## config.mk

```make
export PLATFORM = sky130hd
export DESIGN_NAME = fifo_drain_acc
export DESIGN_NICKNAME = d
export VERILOG_FILES = /design/src/rtl/fifo_drain_acc.sv
export SDC_FILE = /design/constraint.sdc
export NUM_CORES = 1
export LEC_CHECK = 0
export CAP_MARGIN = 20
export CORE_MARGIN = 2
export CORE_UTILIZATION = 45
export DETAILED_ROUTE_END_ITERATION = 12
export PLACE_DENSITY = 0.88
export RECOVER_POWER = 25
export SLEW_MARGIN = 20
export SYNTH_ARGS = -nofsm -noshare
export SYNTH_HDL_FRONTEND = slang
export SYNTH_SLANG_ARGS = --single-unit
```

## constraint.sdc

```tcl
create_clock -name clk -period 3.2 [get_ports clk]
set_input_delay 0.96 -clock clk [delete_from_list [all_inputs] [get_ports clk]]
set_output_delay 0.96 -clock clk [all_outputs]
set_load 0.1 [all_outputs]
```

## src/rtl/fifo_drain_acc.sv

```systemverilog
// FIFO read-side consumer: pulls FRAME_LEN words, sums them and offers the sum on valid/ready.
// Define FDRAIN_SAT_EN for a saturating accumulator with sticky ovf; otherwise the sum wraps and ovf is 0.
//
// state   | meaning
// IDLE    | no frame in progress, waiting for en and a non-empty FIFO
// FETCH   | issue one read as soon as the FIFO has data
// WAIT    | one read outstanding, waiting for rd_ack or rd_err
// DONE    | frame sum held on sum_out until sum_ready
module fifo_drain_acc #(
  parameter int FRAME_LEN = 4
) (
  input  logic        clk,
  input  logic        reset,
  input  logic        en,
  input  logic        fifo_empty,
  input  logic        fifo_rd_ack,
  input  logic        fifo_rd_err,
  input  logic [31:0] fifo_d_out,
  output logic        fifo_rd_en,
  output logic [31:0] sum_out,
  output logic        sum_valid,
  input  logic        sum_ready,
  output logic [3:0]  word_cnt,
  output logic        ovf,
  output logic        busy,
  output logic [7:0]  rd_err_cnt
);

  localparam logic [1:0] S_IDLE  = 2'd0;
  localparam logic [1:0] S_FETCH = 2'd1;
  localparam logic [1:0] S_WAIT  = 2'd2;
  localparam logic [1:0] S_DONE  = 2'd3;

  localparam logic [3:0] LEN = 4'(FRAME_LEN);

  logic [1:0] state;
  logic [3:0] cnt_next;

  assign cnt_next   = word_cnt + 4'd1;
  assign fifo_rd_en = (state == S_FETCH) && !fifo_empty;

`ifdef FDRAIN_SAT_EN
  logic [32:0] add_full;
  logic [31:0] sum_next;
  logic        carry;

  assign add_full = {1'b0, sum_out} + {1'b0, fifo_d_out};
  assign carry    = add_full[32];
  // Once pinned at all-ones, any non-zero word carries again, so the sum stays saturated.
  assign sum_next = carry ? 32'hFFFF_FFFF : add_full[31:0];
`else
  logic [31:0] sum_next;

  assign sum_next = sum_out + fifo_d_out;
  assign ovf      = 1'b0;
`endif

  always_ff @(posedge clk) begin
    if (reset) begin
      state      <= S_IDLE;
      sum_out    <= 32'd0;
      sum_valid  <= 1'b0;
      word_cnt   <= 4'd0;
      busy       <= 1'b0;
      rd_err_cnt <= 8'd0;
`ifdef FDRAIN_SAT_EN
      ovf        <= 1'b0;
`endif
    end else begin
      case (state)
        S_IDLE: begin
          if (en && !fifo_empty) begin
            state <= S_FETCH;
            busy  <= 1'b1;
          end
        end
        S_FETCH: begin
          if (!fifo_empty) state <= S_WAIT;
        end
        S_WAIT: begin
          if (fifo_rd_err && (rd_err_cnt != 8'hFF)) rd_err_cnt <= rd_err_cnt + 8'd1;
          // An ack in the same cycle as an error still delivers its word.
          if (fifo_rd_ack) begin
            sum_out  <= sum_next;
            word_cnt <= cnt_next;
`ifdef FDRAIN_SAT_EN
            if (carry) ovf <= 1'b1;
`endif
            if (cnt_next == LEN) begin
              state     <= S_DONE;
              sum_valid <= 1'b1;
            end else begin
              state <= S_FETCH;
            end
          end else if (fifo_rd_err) begin
            state <= S_FETCH;
          end
        end
        S_DONE: begin
          if (sum_ready) begin
            state     <= S_IDLE;
            sum_valid <= 1'b0;
            sum_out   <= 32'd0;
            word_cnt  <= 4'd0;
            busy      <= 1'b0;
`ifdef FDRAIN_SAT_EN
            ovf       <= 1'b0;
`endif
          end
        end
        default: state <= S_IDLE;
      endcase
    end
  end

endmodule

```

==> flow_summary.json <==
{
  "initial_utilization_pct": 45.81,
  "crit_path_top_delay_cell": "sky130_fd_sc_hd__clkdlybuf4s50_1",
  "die_width_microns": 92.00,
  "synthesized_instance_count": 456,
  "finalHoldViolCount": 0,
  "post-place-cells": 702,
  "cellPowerDensity_mw_per_mm2": 259.0,
  "ys_seq_area_share_pct": 27.58,
  "worst-endpoint-required_ps": 3450,
  "grt_max_degree": 36,
  "worst_skew_pair.late_latency_ps": 310,
  "overflow": 0,
  "antennaDiodeCount": 0,
  "worst_r2r_endpoint": "sum_out[31]",
  "power.ir.vdd_worst_uv": 169.1,
  "fmax_mhz": 317.9,
  "die_height_microns": 92.00,
  "syn-num-nets": 530,
  "r2r_setup_slack_ps": 600,
  "max_slew.worst_pin.slew_ps": 1212,
  "finalWorstSetupSlack_ps": 54.03,
  "max-slew-margin-rel_pct": 19.55,
  "synth.cell_area_sq_mm": 0.003485,
  "cap_viol_max_count": 0,
  "ioPinCount": 87,
  "place_congestion": 0.9015,
  "final_layout_size_suffix_gt1_share_pct": 30.34,
  "slowest_stage_delay_on_critical_path_ps": 510,
  "endpoint_kind": "register",
  "startpoint_type": "input port",
  "drt-vias-per-instance": 5.533,
  "fin_cells": 715,
  "finalCriticalPeriod_ps": 3146,
  "p_leak_nw": 2.254,
  "critical_path_peak_fanout": 4,
  "synth_edf_count": 0,
  "finalCritPeriodShare_pct": 98.31,
  "syn_avg_cell_area_sq_um": 7.642,
  "grt_antenna_before_repair": 0,
  "drt_first_iter_violations": 156,
  "htree_levels": 2,
  "post_synthesis_sequential_element_count": 48,
  "drcViolationCount": 0,
  "synth-warning-count": 0,
  "hold_path.class": "register to register",
  "port_buffers": 85,
  "cts_hold_repair.buffers": 0,
  "ant_nets": 0,
  "critPathArrivalTime_ps": 3400,
  "syn2layout_area_growth_pct": 52.39,
  "clock_skew_ps": 3.819,
  "clock_tree_from_tritoncts": "built",
  "rows": 32,
  "timing.setup.critical_path_class": "input port to register",
  "cts.sinks": 48,
  "async_flop_share_pct": 0,
  "global_route.usage.total_pct": 26.12,
  "report.power.total_mw": 1.376,
  "routed_wirelength_microns": 11190,
  "layout.core_utilization_pct": 69.80,
  "crit_chain": "clkdlybuf4s50_1 > ha_4 > a21oi_4 > a211o_2 > a31oi_4 > nor4_4 > nor3_2 > o31a_1 > or4_1 > nand3_1",
  "worst_setup_slack_post_dpl_ps": -581.0,
  "core_region_area_sq_mm": 0.007607,
  "cts_root_buffer": "sky130_fd_sc_hd__clkbuf_8",
  "cts_max_path_buffers": 2,
  "critPathCapture": "sum_out[31]",
  "worst-r2r-cell-count": 10,
  "number_of_endpoints_failing_setup_at_the_final_stage": 0,
  "cts_buffers": 5,
  "detail_route.first_pass.iterations": 4,
  "critical_path.reg2reg.startpoint": "sum_out[1]",
  "unrepaired_setup_endpoints_after_global_routing": "true",
  "status": "finished clean",
  "worst_setup_path_startpoint": "fifo_d_out[4]",
  "timing.hold.ws_ps": 475.2,
  "dr_total_vias": 3956,
  "drv_slew": 0,
  "synth.distinct_cells": 57,
  "final_nets": 687,
  "die_ar_sq_mm": 0.008463,
  "grt_pass1_wl_microns": 18190,
  "synth_flop_cell": "sky130_fd_sc_hd__dfxtp_1",
  "post-dp-hpwl_microns": 8262,
  "via_count_of_the_first_global_routing_pass": 4004,
  "wire_per_inst_microns": 15.65,
  "worst_setup_hold_path_clk_slew_ps": 100
}
-- synthesized netlist by cell type (all sizes together), types with 5 or more instances --
cell    count  share of area (%)
nor2       57                6.1
dfxtp      48                 28
nand2      48                5.2
a21oi      44                6.5
o21ai      40                5.7
ha         34                 12
clkbuf     21                2.3
a21o       17                3.7
xnor2      16                4.0
xor2       16                4.0
a22oi      15                3.2
nand3      11                1.6
nand4      11                2.0
inv         8               0.86
a31oi       7                1.4
nor3        6               0.86
buf         5               0.90
-- sequential cells by signal, summed over array words and instances, names as in the netlist --
| register | flops |
|---|---|
| busy | 1 |
| rd_err_cnt | 8 |
| state | 2 |
| sum_out | 32 |
| sum_valid | 1 |
| word_cnt | 4 |
-- layer usage --
| layer | routed length [microns] | up-vias | track usage [%] |
|---|---|---|---|
| met1 | 4575 | 1855 | 30.13 |
| met5 | 0 | - | 0 |
| li1 | - | 1952 | - |
| met2 | 5723 | 119 | 48.47 |
| met3 | 599 | 30 | 4.684 |
| met4 | 292 | 0 | 8.458 |
-- critical path, delay by kind of cell --
family,cells,cell delay [ps]
AOI/OAI and AO/OA,4,790
buffers and inverters,1,510
and+or+nand+nor,4,900
adders and majority gates,1,240
-- cell families (layout without fill, tap and decap cells) --
| family | after synthesis | count (layout) | share of synthesized area [%] |
|---|---|---|---|
| simple gates | 157 | 157 | 20.79 |
| compound gates | 148 | 148 | 26.39 |
| flops | 48 | 48 | 27.58 |
| fa+ha+maj | 35 | 35 | 12.78 |
| buf+inv | 34 | 191 | 4.022 |
| xor+xnor | 32 | 32 | 8.043 |
| other cells | 1 | 1 | 0.1076 |
| mux | 1 | 1 | 0.2873 |
-- report_power, final --
part / internal [mW] / switching (mW) / total [mW]
sequential: 0.606 / 0.0112 / 0.618
combinational: 0.167 / 0.219 / 0.385
clock: 0.149 / 0.224 / 0.372
-- cell type report --
cell class / count / area (sq um)
Multi-Input combinational cell: 374 / 2769
Fill cell: 636 / 2297
Timing Repair Buffer: 176 / 1339
Sequential cell: 48 / 963.4
Tap cell: 102 / 127.6
Clock buffer: 5 / 68.82
Inverter: 8 / 30.03
Clock inverter: 2 / 12.51
-- how the worst min path moves through the flow --
stage / cells after the start / slack [ps] / start / to
2_1_floorplan: 1 / 530 / state[0] / busy
5_1_grt: 2 / 500 / sum_out[26] / sum_out[26]
6_report: 2 / 480 / sum_out[25] / sum_out[25]
4_1_cts: 2 / 480 / sum_out[25] / sum_out[25]
3_3_place_gp: 2 / 450 / sum_out[25] / sum_out[25]
3_5_place_dp: 2 / 470 / sum_out[25] / sum_out[25]
-- metrics by stage --
step           setup TNS, ps  cell area [sq um]
2_1_floorplan              0               3487
3_5_place_dp           -6167               4888
5_1_grt               -27.06               5310
4_1_cts                    0               5313
3_3_place_gp           -4325               4888
6_report                   0               5310
-- cell usage in the layout, fill, tap and decap left out, drive strengths merged, types with 3 or more instances in the layout --
master	netlist	layout
a211oi	4	4
nor2b	4	4
nor4	4	4
inv	8	8
o21bai	3	3
a21o	17	17
buf	5	116
dfxtp	48	48
a21oi	44	44
dlygate4sd2	0	11
nor2	57	57
clkbuf	21	27
nand4	11	11
a22oi	15	15
nand3	11	11
nor3	6	6
nand2b	4	4
xnor2	16	16
or3	3	3
ha	34	34
nand2	48	48
xor2	16	16
clkdlybuf4s50	0	26
o21ai	40	40
a31oi	7	7
-- repair_timing --
item | CTS | global route
resized for setup | 61 | 17
endpoints found under the setup margin | 11 | 9
setup buffers | 6 | 0
pin swaps | 36 | 19
Note: power is estimated with default switching activity, not from simulation.
